===== src/rtl/seq_divider_32_pkg.sv =====
//------------------------------------------------------------------------------
// seq_divider_32_pkg : shared widths, state encoding and helpers for the divider
// Revision: 1.0
//------------------------------------------------------------------------------
`default_nettype none

package seq_divider_32_pkg;

  localparam int WIDTH = 32;
  localparam int CNT_W = 6;
  localparam logic [WIDTH-1:0] DBZ_QUOTIENT = 32'hFFFF_FFFF;

  typedef enum logic [1:0] {
    IDLE = 2'd0,
    RUN  = 2'd1,
    FIX  = 2'd2,
    DONE = 2'd3
  } state_e;

  // 0x80000000 maps to itself, which is the correct unsigned magnitude.
  function automatic logic [WIDTH-1:0] magnitude(input logic [WIDTH-1:0] v,
                                                 input logic             as_signed);
    return (as_signed && v[WIDTH-1]) ? (~v + 1'b1) : v;
  endfunction

endpackage

`default_nettype wire


===== src/rtl/seq_divider_32_if.sv =====
//------------------------------------------------------------------------------
// seq_divider_32_if : request/result bundle between control unit and divider
// Revision: 1.0
//------------------------------------------------------------------------------
`default_nettype none

interface seq_divider_32_if;
  import seq_divider_32_pkg::*;

  logic             start;
  logic             is_signed;
  logic [WIDTH-1:0] dividend;
  logic [WIDTH-1:0] divisor;
  logic             busy;
  logic             done;
  logic [WIDTH-1:0] quotient;
  logic [WIDTH-1:0] remainder;
  logic             div_by_zero;

  modport master (
    output start, is_signed, dividend, divisor,
    input  busy, done, quotient, remainder, div_by_zero
  );

  modport slave (
    input  start, is_signed, dividend, divisor,
    output busy, done, quotient, remainder, div_by_zero
  );

endinterface

`default_nettype wire


===== src/rtl/seq_divider_32_div_step.sv =====
//------------------------------------------------------------------------------
// seq_divider_32_div_step : one combinational restoring shift/subtract step
// Revision: 1.0
//------------------------------------------------------------------------------
`default_nettype none

module seq_divider_32_div_step
  import seq_divider_32_pkg::*;
#(
  parameter int STEP_W = WIDTH
) (
  input  wire logic [STEP_W-1:0] rem_i,
  input  wire logic              q_msb_i,
  input  wire logic [STEP_W-1:0] div_i,
  output logic      [STEP_W-1:0] rem_o,
  output logic                   q_bit_o
);

  logic [STEP_W:0] w_p;
  logic            w_ge;

  assign w_p     = {rem_i, q_msb_i};
  assign w_ge    = (w_p >= {1'b0, div_i});
  assign q_bit_o = w_ge;
  // When P >= D the true difference is below D, so its low bits are exact.
  assign rem_o   = w_ge ? (w_p[STEP_W-1:0] - div_i) : w_p[STEP_W-1:0];

endmodule

`default_nettype wire


===== src/rtl/seq_divider_32.sv =====
//------------------------------------------------------------------------------
// seq_divider_32 : 34-cycle restoring divider for MIPS DIV/DIVU (LO=q, HI=r)
// Revision: 1.0
//------------------------------------------------------------------------------
`default_nettype none

module seq_divider_32
  import seq_divider_32_pkg::*;
(
  input  wire logic        clk,
  input  wire logic        reset,
  seq_divider_32_if.slave  bus
);

  state_e           state_q,     state_d;
  logic [CNT_W-1:0] cnt_q,       cnt_d;
  logic [WIDTH-1:0] rem_q,       rem_d;
  logic [WIDTH-1:0] quo_q,       quo_d;
  logic [WIDTH-1:0] den_q,       den_d;
  logic [WIDTH-1:0] dvd_raw_q,   dvd_raw_d;
  logic             neg_quo_q,   neg_quo_d;
  logic             neg_rem_q,   neg_rem_d;
  logic             dbz_q,       dbz_d;
  logic [WIDTH-1:0] quotient_q,  quotient_d;
  logic [WIDTH-1:0] remainder_q, remainder_d;
  logic             dbz_out_q,   dbz_out_d;

  logic [WIDTH-1:0] w_rem_next;
  logic             w_q_bit;

  seq_divider_32_div_step #(
    .STEP_W (WIDTH)
  ) u_step (
    .rem_i   (rem_q),
    .q_msb_i (quo_q[WIDTH-1]),
    .div_i   (den_q),
    .rem_o   (w_rem_next),
    .q_bit_o (w_q_bit)
  );

  always_ff @(posedge clk) begin
    if (reset) begin
      state_q     <= IDLE;
      cnt_q       <= '0;
      rem_q       <= '0;
      quo_q       <= '0;
      den_q       <= '0;
      dvd_raw_q   <= '0;
      neg_quo_q   <= 1'b0;
      neg_rem_q   <= 1'b0;
      dbz_q       <= 1'b0;
      quotient_q  <= '0;
      remainder_q <= '0;
      dbz_out_q   <= 1'b0;
    end else begin
      state_q     <= state_d;
      cnt_q       <= cnt_d;
      rem_q       <= rem_d;
      quo_q       <= quo_d;
      den_q       <= den_d;
      dvd_raw_q   <= dvd_raw_d;
      neg_quo_q   <= neg_quo_d;
      neg_rem_q   <= neg_rem_d;
      dbz_q       <= dbz_d;
      quotient_q  <= quotient_d;
      remainder_q <= remainder_d;
      dbz_out_q   <= dbz_out_d;
    end
  end

  always_comb begin
    state_d     = state_q;
    cnt_d       = cnt_q;
    rem_d       = rem_q;
    quo_d       = quo_q;
    den_d       = den_q;
    dvd_raw_d   = dvd_raw_q;
    neg_quo_d   = neg_quo_q;
    neg_rem_d   = neg_rem_q;
    dbz_d       = dbz_q;
    quotient_d  = quotient_q;
    remainder_d = remainder_q;
    dbz_out_d   = dbz_out_q;

    case (state_q)
      IDLE, DONE: begin
        if (bus.start) begin
          state_d   = RUN;
          cnt_d     = '0;
          rem_d     = '0;
          quo_d     = magnitude(bus.dividend, bus.is_signed);
          den_d     = magnitude(bus.divisor, bus.is_signed);
          dvd_raw_d = bus.dividend;
          neg_quo_d = bus.is_signed & (bus.dividend[WIDTH-1] ^ bus.divisor[WIDTH-1]);
          neg_rem_d = bus.is_signed & bus.dividend[WIDTH-1];
          dbz_d     = (bus.divisor == '0);
        end else begin
          state_d   = IDLE;
        end
      end
      RUN: begin
        rem_d = w_rem_next;
        quo_d = {quo_q[WIDTH-2:0], w_q_bit};
        cnt_d = cnt_q + CNT_W'(1);
        if (cnt_q == CNT_W'(WIDTH - 1)) begin
          state_d = FIX;
        end
      end
      FIX: begin
        state_d = DONE;
        if (dbz_q) begin
          quotient_d  = DBZ_QUOTIENT;
          remainder_d = dvd_raw_q;
          dbz_out_d   = 1'b1;
        end else begin
          quotient_d  = neg_quo_q ? (~quo_q + 1'b1) : quo_q;
          remainder_d = neg_rem_q ? (~rem_q + 1'b1) : rem_q;
          dbz_out_d   = 1'b0;
        end
      end
      default: begin
        state_d = IDLE;
      end
    endcase
  end

  assign bus.busy        = (state_q == RUN) || (state_q == FIX);
  assign bus.done        = (state_q == DONE);
  assign bus.quotient    = quotient_q;
  assign bus.remainder   = remainder_q;
  assign bus.div_by_zero = dbz_out_q;

endmodule

`default_nettype wire


===== src/flat_wrapper.sv =====
// flat-port wrapper written by rule: the top's interface ports become plain ports
module seq_divider_32_flat import seq_divider_32_pkg::*;
  (clk, reset, bus_start, bus_is_signed, bus_dividend, bus_divisor, bus_busy, bus_done, bus_quotient, bus_remainder, bus_div_by_zero);
  seq_divider_32_if bus_i ();
  input  wire logic clk;
  input  wire logic reset;
  input wire logic [$bits(bus_i.start)-1:0] bus_start;
  input wire logic [$bits(bus_i.is_signed)-1:0] bus_is_signed;
  input wire logic [$bits(bus_i.dividend)-1:0] bus_dividend;
  input wire logic [$bits(bus_i.divisor)-1:0] bus_divisor;
  output wire logic [$bits(bus_i.busy)-1:0] bus_busy;
  output wire logic [$bits(bus_i.done)-1:0] bus_done;
  output wire logic [$bits(bus_i.quotient)-1:0] bus_quotient;
  output wire logic [$bits(bus_i.remainder)-1:0] bus_remainder;
  output wire logic [$bits(bus_i.div_by_zero)-1:0] bus_div_by_zero;
  assign bus_i.start = bus_start;
  assign bus_i.is_signed = bus_is_signed;
  assign bus_i.dividend = bus_dividend;
  assign bus_i.divisor = bus_divisor;
  assign bus_busy = bus_i.busy;
  assign bus_done = bus_i.done;
  assign bus_quotient = bus_i.quotient;
  assign bus_remainder = bus_i.remainder;
  assign bus_div_by_zero = bus_i.div_by_zero;
  seq_divider_32 u_core (.clk(clk), .reset(reset), .bus(bus_i));
endmodule

===== config.mk =====
export PLATFORM = sky130hd
export DESIGN_NAME = seq_divider_32_flat
export DESIGN_NICKNAME = d
export VERILOG_FILES = /design/src/rtl/seq_divider_32_pkg.sv /design/src/rtl/seq_divider_32_if.sv /design/src/rtl/seq_divider_32_div_step.sv /design/src/rtl/seq_divider_32.sv /design/src/flat_wrapper.sv
export SDC_FILE = /design/constraint.sdc
export NUM_CORES = 1
export LEC_CHECK = 0
export ABC_CLOCK_PERIOD_IN_PS = 4500
export CORE_ASPECT_RATIO = 1.2
export CORE_UTILIZATION = 30
export CTS_CLUSTER_SIZE = 8
export DETAILED_ROUTE_END_ITERATION = 10
export HOLD_SLACK_MARGIN = 0.12
export SETUP_SLACK_MARGIN = 0.4
export SYNTH_ARGS = -nofsm -noshare
export SYNTH_HDL_FRONTEND = slang
export SYNTH_HIERARCHICAL = 1
export SYNTH_SLANG_ARGS = --single-unit

===== constraint.sdc =====
create_clock -name clk -period 4.5 [get_ports clk]
set_input_delay 0.9 -clock clk [delete_from_list [all_inputs] [get_ports clk]]
set_output_delay 0.9 -clock clk [all_outputs]
set_load 0.005 [all_outputs]

==> results.sh <==
export IMPL_setup_tns_ps=0
export IMPL_place_area_sq_mm=0.0146
export IMPL_slew_violations=0
export IMPL_antenna_found_initial=0
export IMPL_clkTransAtPathRegs_ps=50
export IMPL_die_area_sq_mm=0.0435
export IMPL_p_leak_nw=5.51
export IMPL_grt_pass1_vias=12000
export IMPL_power_density_mw_per_mm2=529
export IMPL_postSynthCellCount=1663
export IMPL_drive_above_1_share_pct=6.57
export IMPL_worstReg2RegEnd="u_core/rem_q[19]"
export IMPL_io_pins=135
export IMPL_path_cells="ha_1, nand4_1, nor3_1, o211ai_1, nor4b_4, o21ai_2, a31oi_4, o21a_4, inv_2, mux2_2, nand3_1, a21oi_1"
export IMPL_holdBufCountCts=0
export IMPL_synth_ff_type="dfxtp_1"
export IMPL_track_usage_pct=19.8
export IMPL_cts_resized_gates=0
export IMPL_min_to="u_core/den_q[15]"
export IMPL_vias=12600
export IMPL_final_area_sq_mm=0.0153
export IMPL_ys_seq_area_share_pct=31.9
export IMPL_holdPathStages=2
export IMPL_cp_num_buf_inv=1
export IMPL_syn_cell_area_sq_mm=0.0128
export IMPL_max_freq_mhz=279
export IMPL_rsz0062_at_grt="no"
export IMPL_arrival_ps=3980
export IMPL_cts_tree="yes"
export IMPL_htreeDepth=1
export IMPL_hold_viol_final=0
export IMPL_finalSetupViolations=0
export IMPL_port_buffers=134
export IMPL_hpwl_microns=32200
export IMPL_endpoint_kind="register"
export IMPL_area_sequential_sq_mm=0.00408
export IMPL_slew_headroom_pct=22.6
export IMPL_cp_start_kind="register"
export IMPL_min_path_type="register to register"
export IMPL_critical_path_top_delay_family="compound AO/OA/AOI/OAI gates"
export IMPL_overflow=0
export IMPL_fin_crit_ps=3580
export IMPL_synth_avg_cell_area_sq_um=7.70
export IMPL_cts_made_buffers=29
export IMPL_num_antenna_cells=0
export IMPL_finalClockSkew_ps=20.6
export IMPL_clockBufferDepth=3
export IMPL_cts_root_buf="clkbuf_16"
export IMPL_rows=82
export IMPL_start_util_pct=30.5
export IMPL_synthDistinctLibCells=77
export IMPL_fin_crit_sh_pct=79.6
export IMPL_layout_commonest_cell="nand2_1"
export IMPL_syn2layout_area_growth_pct=19.6
export IMPL_final_cell_mix="nand2_1, dfxtp_1, nor2_1, a21oi_1, clkdlybuf4s50_1"
export IMPL_layout_cells_non_filler=2281
export IMPL_required_ps=4900
export IMPL_core_sq_mm=0.0420
export IMPL_layout_setup_ws_ps=920
export IMPL_place_inst=2249
export IMPL_drtAntennaViolNets=0
export IMPL_grt_pass1_wl_microns=68300
export IMPL_r2r_setup_slack_ps=920
export IMPL_holdWs_ps=455
export IMPL_synth_ff_latch_count=204
export IMPL_fillers=4395
export IMPL_synth_warnings=6
export IMPL_post_cts_setup_buffers=0
export IMPL_worst_slew_pin_slew_ps=1160
export IMPL_cpMaxStageDelayCell="inv_2"
export IMPL_gp_congestion=0.886
export IMPL_synth_edf_count=0
export IMPL_wl_per_cell_microns=19.3
export IMPL_drv_cap=0
export IMPL_synth_async_reset_ratio_pct=0
export IMPL_vias_per_cell=5.51
export IMPL_die_y_microns=228
export IMPL_routed_wl_microns=44100
export IMPL_max_stage_delay_ps=570
export IMPL_drtPass1Iterations=5
export IMPL_drt_iter0_markers=938
export IMPL_outcome="complete, no violations"
export IMPL_rr_worst_depth=12
export IMPL_synthesis_nets=1772
export IMPL_grt_max_degree=73
export IMPL_r2r_start="u_core/rem_q[10]"
export IMPL_cts_sinks=204
export IMPL_path_class="register to register"
export IMPL_drcViolationCount=0
export IMPL_die_w_microns=191
export IMPL_pre_cts_ws_ps=706
export IMPL_insertion_delay_ps=550
export IMPL_ir_drop_uv=282
export IMPL_nNetsFinal=1843
export IMPL_hold_start="u_core/den_q[15]"
export IMPL_multi_input_area_sq_mm=0.00805
export IMPL_cp_max_fo=29
[logic make-up (layout without fill, tap and decap cells)]
logic type                 Yosys count  in the layout  share of synthesized area [%]
and+or+nand+nor                    606            606                           22.6
AOI/OAI and AO/OA                  454            454                           22.6
DFF                                204            204                           31.9
buffers and inverters              179            251                           5.51
xor gates and xnor gates           128            128                           8.75
muxes                               51             51                           4.55
adders and majority gates           41             41                           4.06
[worst register-to-register path, delay by kind of cell (launching register included)]
family | cells | cell delay, ps
buf+inv | 1 | 570
compound gates | 5 | 820
flops | 1 | 390
mux | 1 | 440
fa+ha+maj | 1 | 450
simple gates | 4 | 760
[cell usage after synthesis (11+ instances only)]
cell / number / area (sq um)
or4_1: 19 / 143
o211ai_1: 17 / 128
inv_1: 60 / 225
a31oi_1: 21 / 131
a211oi_1: 59 / 443
nor2_1: 146 / 548
a21o_1: 11 / 82.6
ha_1: 40 / 500
buf_1: 11 / 41.3
nor4_1: 19 / 119
and2_1: 11 / 68.8
nor3_1: 43 / 215
o31ai_1: 24 / 180
xor2_1: 60 / 526
dfxtp_1: 204 / 4080
or3_1: 26 / 163
nand3_1: 61 / 305
a21oi_1: 144 / 721
o22ai_1: 22 / 138
o21ai_0: 79 / 395
nand2_1: 213 / 800
nand4_1: 13 / 81.3
clkbuf_1: 102 / 383
mux2i_1: 20 / 200
xnor2_1: 68 / 596
mux2_2: 22 / 248
[area by class of cell]
class	count	area share (%)
multi-input combinational	1280	52.6
timing repair buffer	158	9.94
clock buffer	32	4.88
sequential	204	26.7
inverter	61	1.49
tap	546	4.46
[sequential cells by signal, indices dropped and copies added (netlist names), 2 cells and up]
register              flops
u_core/bus.remainder     32
u_core/rem_q             32
u_core/dvd_raw_q         32
u_core/bus.quotient      32
u_core/cnt_q              6
u_core/state_q            2
u_core/quo_q             32
u_core/den_q             32
[stage by stage]
| stage | total power [W] | util (%) |
|---|---|---|
| floorplan | 0.00492 | - |
| global placement | 0.00617 | 34.7 |
| detailed placement | 0.00621 | 34.7 |
| CTS | 0.00816 | 36.5 |
| global route | 0.00862 | 36.5 |
| finish | 0.00811 | 36.5 |
[power breakdown]
part | internal [W] | switching, W | total (W)
Sequential | 0.00223 | 0.000410 | 0.00264
Combinational | 0.00137 | 0.00218 | 0.00355
Clock | 0.00114 | 0.000778 | 0.00192
[routing by layer]
metal  GRT usage (%)  up-vias  wire (microns)
li1                -     6087               -
met5               0        -               0
met4            8.58        0            1800
met3            2.04       90            2180
met2            34.4      365           21700
met1            24.5     6028           18400
[worst max-delay path by stage]
stage	start	endpoint	slack [ps]	depth (start not counted)
finish	u_core/rem_q[10]	u_core/rem_q[19]	920	12
CTS	u_core/rem_q[10]	u_core/rem_q[19]	920	12
detailed placement	bus_dividend[0]	u_core/quo_q[24]	710	8
global placement	bus_dividend[0]	u_core/quo_q[30]	740	8
global route	u_core/rem_q[10]	u_core/rem_q[5]	670	12
floorplan	u_core/rem_q[6]	u_core/rem_q[21]	1480	14
No activity file was read; power rests on OpenSTA's default activity.
